<file path="src/rtl/mux_rr_arbiter.sv">
// Round-robin owner of a 2:1 data mux: grants one requester at a time with a bounded burst,
// and registers the selected word with a valid strobe for the downstream stage.
module mux_rr_arbiter #(
  parameter int unsigned WIDTH     = 1,
  parameter int unsigned MAX_BURST = 8
) (
  input  logic             clk,
  input  logic             rst,
  input  logic             req0,
  input  logic             req1,
  input  logic [WIDTH-1:0] D0,
  input  logic [WIDTH-1:0] D1,
  output logic             gnt0,
  output logic             gnt1,
  output logic             Sel,
  output logic [WIDTH-1:0] out,
  output logic             valid
);

  typedef enum logic [1:0] {StIdle, StOwn0, StOwn1} state_e;

  localparam logic [7:0] BurstMax = 8'(MAX_BURST);

  state_e           state_q, state_d;
  logic [7:0]       cnt_q, cnt_d;
  logic             last_q, last_d;
  logic             sel_q, sel_d;
  logic             gnt0_q, gnt0_d;
  logic             gnt1_q, gnt1_d;
  logic             valid_q, valid_d;
  logic [WIDTH-1:0] out_q, out_d;
  logic             xfer;
  logic             burst_done;

  always_comb begin
    xfer       = ((state_q == StOwn0) && req0) || ((state_q == StOwn1) && req1);
    burst_done = (cnt_q + 8'd1) == BurstMax;
    state_d    = state_q;
    cnt_d      = xfer ? cnt_q + 8'd1 : cnt_q;
    last_d     = last_q;

    case (state_q)
      StIdle: begin
        if (req0 && (!req1 || last_q)) state_d = StOwn0;
        else if (req1)                 state_d = StOwn1;
      end
      StOwn0: begin
        if (!req0)          state_d = req1 ? StOwn1 : StIdle;
        else if (burst_done) begin
          // No one waiting: keep the path but start a fresh burst.
          if (req1) state_d = StOwn1;
          else      cnt_d   = '0;
        end
      end
      StOwn1: begin
        if (!req1)          state_d = req0 ? StOwn0 : StIdle;
        else if (burst_done) begin
          if (req0) state_d = StOwn0;
          else      cnt_d   = '0;
        end
      end
      default: state_d = StIdle;
    endcase

    if (state_d != state_q) begin
      cnt_d = '0;
      if (state_d == StOwn0) last_d = 1'b0;
      if (state_d == StOwn1) last_d = 1'b1;
    end

    // Select follows the owner and holds through idle periods.
    case (state_d)
      StOwn0:  sel_d = 1'b0;
      StOwn1:  sel_d = 1'b1;
      default: sel_d = sel_q;
    endcase

    gnt0_d  = (state_d == StOwn0);
    gnt1_d  = (state_d == StOwn1);
    valid_d = xfer;
    out_d   = xfer ? (sel_q ? D1 : D0) : out_q;
  end

  always_ff @(posedge clk) begin
    if (rst) begin
      state_q <= StIdle;
      cnt_q   <= '0;
      last_q  <= 1'b1;
      sel_q   <= 1'b0;
      gnt0_q  <= 1'b0;
      gnt1_q  <= 1'b0;
      valid_q <= 1'b0;
      out_q   <= '0;
    end else begin
      state_q <= state_d;
      cnt_q   <= cnt_d;
      last_q  <= last_d;
      sel_q   <= sel_d;
      gnt0_q  <= gnt0_d;
      gnt1_q  <= gnt1_d;
      valid_q <= valid_d;
      out_q   <= out_d;
    end
  end

  assign gnt0  = gnt0_q;
  assign gnt1  = gnt1_q;
  assign Sel   = sel_q;
  assign valid = valid_q;
  assign out   = out_q;

endmodule

</file>
<file path="config.mk">
export PLATFORM = sky130hd
export DESIGN_NAME = mux_rr_arbiter
export DESIGN_NICKNAME = d
export VERILOG_FILES = /design/src/rtl/mux_rr_arbiter.sv
export SDC_FILE = /design/constraint.sdc
export NUM_CORES = 1
export LEC_CHECK = 0
export CAP_MARGIN = 20
export CORE_MARGIN = 2
export CORE_UTILIZATION = 51
export CTS_CLUSTER_SIZE = 28
export DETAILED_ROUTE_END_ITERATION = 16
export PLACE_DENSITY = 0.77
export SLEW_MARGIN = 20
export SYNTH_ARGS = -nofsm -noshare
export SYNTH_HDL_FRONTEND = slang
export SYNTH_SLANG_ARGS = --single-unit
</file>
<file path="constraint.sdc">
create_clock -name clk -period 4.15 [get_ports clk]
set_input_delay 1.0375 -clock clk [delete_from_list [all_inputs] [get_ports clk]]
set_output_delay 1.0375 -clock clk [all_outputs]
set_load 0.01 [all_outputs]
</file>
==> results.txt, run 1 <==
Status: finished, final reports clean
Via Count: 952
Antenna Cells: 0
Final Max Tran Viols: 0
Vias/cell: 5.70
Syn. warnings: 0
Die area: 2540 um^2
Starting Density: 0.548
Setup crit end kind: flip-flop
Yosys reg bits: 16
First-pass GRT wire length: 3.81 mm
Hold EP: out
CTS tree: yes
Cell depth of the worst hold path: 2
Worst IR Drop VDD: 0.000305 V
Routed WL: 2.17 mm
PostCTS Resize Cnt: 0
Reg-to-reg startpoint: cnt_q[0]
Rows: 16
DR iter-0 viols: 31
Met1 usage: 0.232
Area growth syn-to-layout: 14.4%
Number of buffers added on ports: 10
Synthesized cell area: 1100 um^2
Register area share after synthesis: 0.292
Post-Syn Instances: 130
Slew @ Worst Pin: 418 ps
Crit path launch type: input port
Clock transition at path regs: 90 ps
Skew-Pair Late Insertion Delay: 290 ps
Synthesized area per cell: 8.44 um^2
Final worst-path cycle share: 0.808
Post-synth EDFFs: 0
Worst r2r dst: last_q
Final hold vios: 0
Routed Antenna Nets: 0
R2R depth: 10
Hold/Removal Path Class: reg2reg
RSZ-0062 raised after global routing: no
GRT met2 Usage: 0.333
Multi-input logic area: 734 um^2
Share of cells above drive strength 1: 0.0857
CTS Hold Bufs: 0
Fmax: 298 MHz
CTS root buf: clkbuf_4
Syn Nets: 144
Core ar.: 2000 um^2
Clk sink count: 16
Setup CP Type: in2reg
Most used routing layer: met2
Slew headroom: 0.720
GRT Resource Usage Total: 0.193
Design Power: 558 uW
Post CTS Setup Buffer Count: 0
Hold Startpoint: out
Register-to-register path setup slack: 1340 ps
Worst EP required: 4370 ps
Number of global-route vias before repair: 929
Crit-path max FO: 10
Max_cap viols: 0
GP Congestion: 0.931
Crit path DAT: 3570 ps
TNS Setup: 0 ps
Clk buf depth: 2
Share of the core filled with cells: 0.627
Io pins: 11
Setup violators final: 0
H-tree Lvls: 1
Ys async rst share: 0
LEAKAGE: 0.000492 uW
Post-layout minimum cycle time: 3350 ps
Hpwl dp: 1.62 mm
Die width: 50.4 um
FILL cells: 176
Initial antenna violation count: 0
Die extent in y: 50.4 um
First-pass iteration count of the detailed router: 4
Final Skew: 3.53 ps
Yosys cell types: 39
DRC viols: 0
Met3 usage: 0.0595
Register area: 320 um^2
Fin nets: 155
Gr ovfl total: 0
CTS buffer count: 3
Ys flop type: dfxtp_1
Wirelength per Cell: 13.0 um
Power density over the cells: 445 nW/um^2
Maximum number of pins on one net before global-route repair: 12
-- cell usage after synthesis, types with 4 or more instances --
cell type,number,area (um^2)
ha_1,8,100
a21oi_1,6,30.0
nor2b_1,5,31.3
mux2i_1,5,50.1
inv_1,6,22.5
xnor2_1,4,35.0
nand2_1,7,26.3
clkbuf_1,4,15.0
nand3_1,5,25.0
dfxtp_1,16,320
nor2_1,22,82.6
-- sequential cells by signal (all words and copies together), names as in the netlist --
register,flops
last_q,1
gnt0,1
gnt1,1
valid,1
Sel,1
cnt_q,8
out,1
state_q,2
-- layout make-up --
| type | count | share of cell area |
|---|---|---|
| clock buffers | 4 | 0.0289 |
| inverters | 6 | 0.0179 |
| multi-input cells | 103 | 0.585 |
| flip-flops and latches | 16 | 0.255 |
| well taps | 27 | 0.0269 |
| repair buffers | 11 | 0.0857 |
-- kinds of logic after synthesis --
logic type,after synthesis,synth area share
adders and majority gates,8,0.0912
AOI/OAI and AO/OA,23,0.163
buffers and inverters,11,0.0388
and+or+nand+nor,58,0.290
xor gates and xnor gates,7,0.0559
muxes,7,0.0696
DFF,16,0.292
-- report_power, final --
group	leakage (uW)	internal (uW)	switching, uW
Sequential	0.000130	174	26.2
Combinational	0.000341	122	132
Clock	0.0000210	53.5	51.1
Total	0.000492	349	209
-- metal layers --
layer	part of all wire	up-vias
met4	0.012	0
met1	0.47	435
met5	0	-
li1	-	479
met3	0.057	5
met2	0.46	33
-- worst max-delay path by stage --
stage / startpoint / end / slack (ps) / cells past startpoint
5_1_grt: req0 / last_q / 660 / 9
2_1_floorplan: req0 / last_q / 1270 / 9
3_5_place_dp: req0 / last_q / 520 / 9
3_3_place_gp: req0 / last_q / 690 / 9
4_1_cts: req0 / last_q / 820 / 9
6_report: req0 / last_q / 800 / 9
-- stage by stage --
step	std cells	instance area (um^2)	worst slack [ps]	hold slack [ps]
2_1_floorplan	130	1100	1270	502
4_1_cts	167	1250	822	515
3_3_place_gp	163	1220	690	476
5_1_grt	167	1250	657	580
3_5_place_dp	163	1220	520	477
6_report	167	1250	799	516
-- worst max-delay path, stage by stage --
cell             delay [ps]
clkdlybuf4s50_1         650
inv_1                   150
o32ai_1                 450
nor2_1                   60
mux2_1                  290
a21o_1                  210
ha_1                    320
a21oi_1                 180
mux2i_1                 220
-- cell usage in the layout, fill, tap and decap left out, types with 2 or more instances in the layout --
| cell type | n |
|---|---|
| a21o_1 | 3 |
| a21oi_1 | 6 |
| a22oi_1 | 2 |
| a311oi_1 | 2 |
| and3_1 | 2 |
| clkbuf_4 | 3 |
| clkdlybuf4s50_1 | 10 |
| dfxtp_1 | 16 |
| ha_1 | 8 |
| inv_1 | 6 |
| mux2i_1 | 5 |
| nand2_1 | 7 |
| nand2b_1 | 3 |
| nand3_1 | 5 |
| nand3b_1 | 2 |
| nor2_1 | 22 |
| nor2b_1 | 5 |
| nor3b_1 | 3 |
| o32ai_1 | 2 |
| or3_1 | 2 |
| xnor2_1 | 4 |
| xor2_1 | 3 |
Power figures use the tool's default switching activity.
==> inputs of run 2 (changes only) <==
- clock period: 4.15 -> 3.15 ns (I/O delays scaled with it)
==> results.txt, run 2 (same netlist as run 1, synthesis figures left out) <==
Post-layout minimum cycle time: 2810 ps
Cell depth of the worst hold path: 2
Fmax: 356 MHz
Wirelength per Cell: 13.8 um
LEAKAGE: 0.000506 uW
Rows: 16
Critical path endpoint: last_q
Clk buf depth: 2
Critical Path Start: req1
Via Count: 986
R2R depth: 10
Die width: 50.4 um
CTS root buf: clkbuf_4
Most frequent cells in the layout: nor2_1, dfxtp_1, clkdlybuf4s50_1
Status: finished, final reports clean
Area growth syn-to-layout: 16.4%
Routed Antenna Nets: 0
Hpwl dp: 1.78 mm
Die extent in y: 50.4 um
FILL cells: 170
GRT Resource Usage Total: 0.212
Initial antenna violation count: 0
Reg-to-reg startpoint: cnt_q[0]
Core ar.: 2000 um^2
Share of the core filled with cells: 0.638
Setup violators final: 0
Skew-Pair Late Insertion Delay: 290 ps
Routed WL: 2.34 mm
Slew headroom: 0.727
Crit path DAT: 3030 ps
Clock transition at path regs: 90 ps
Worst EP required: 3370 ps
Largest register FFs: 8
DR iter-0 viols: 27
GP Congestion: 0.933
Hold/Removal Path Class: reg2reg
Setup crit end kind: flip-flop
Most common cell after layout, fill and taps aside: nor2_1
Worst IR Drop VDD: 0.000429 V
Final Max Tran Viols: 0
Setup CP Type: in2reg
Number of buffers added on ports: 10
First-pass GRT wire length: 4.07 mm
RSZ-0062 raised after global routing: no
Starting Density: 0.548
Biggest register: cnt_q
PostCTS Resize Cnt: 0
Die area: 2540 um^2
CTS tree: yes
Biggest regs: cnt_q (8), state_q (2)
CTS Hold Bufs: 0
Maximum number of pins on one net before global-route repair: 12
Antenna Cells: 0
H-tree Lvls: 1
Number of global-route vias before repair: 936
DRC viols: 0
First-pass iteration count of the detailed router: 4
Clk sink count: 16
CTS buffer count: 3
Post CTS Setup Buffer Count: 0
Register-to-register path setup slack: 390 ps
Gr ovfl total: 0
Io pins: 11
Crit path launch type: input port
Final hold vios: 0
Slew @ Worst Pin: 407 ps
Crit-path max FO: 9
TNS Setup: 0 ps
Worst r2r dst: last_q
Final Skew: 8.06 ps
Max_cap viols: 0
Fin nets: 158
Power density over the cells: 584 nW/um^2
Vias/cell: 5.80
Final worst-path cycle share: 0.891
Share of cells above drive strength 1: 0.105
run 2: worst max-delay path: stages:
cell	delay, ps
clkdlybuf4s50_1	540
o21bai_1	240
o32ai_1	220
nor2_1	70
mux2_1	280
a21o_1	210
ha_1	330
a21oi_1	160
mux2i_1	190
run 2: metrics by stage:
step	instance area (um^2)	setup slack, ps	hold slack, ps	total power, uW	std cells
floorplan	1100	524	502	509	130
global placement	1240	157	475	593	166
detailed placement	1240	82.4	519	607	166
CTS	1280	384	543	747	170
global route	1280	129	589	800	170
finish	1280	344	533	746	170
run 2: worst min-delay path by stage:
stage	end	from
global placement	out	out
global route	out	out
floorplan	cnt_q[7]	cnt_q[7]
finish	out	out
detailed placement	out	out
CTS	out	out
run 2: power breakdown:
group / switching [uW] / total (uW) / leakage (uW) / internal, uW
clock network: 66.9 / 137 / 0.0000210 / 70.5
logic: 181 / 345 / 0.000355 / 163
registers: 35.2 / 264 / 0.000130 / 229
total: 283 / 746 / 0.000506 / 463
run 2: cell type report:
type                            count  area, um^2  share of cell area
Timing Repair Buffer               14         130               0.102
Multi-Input combinational cell    103         734               0.575
Tap cell                           27        33.8              0.0264
Sequential cell                    16         320               0.251
Inverter                            6        22.5              0.0176
Clock buffer                        4        36.3              0.0284
run 2: routing by layer:
metal,share of wire,vias to the layer above,track usage
met5,0,-,0
li1,-,483,-
met4,0.015,0,0.0946
met2,0.48,34,0.351
met3,0.063,6,0.0565
met1,0.44,463,0.257
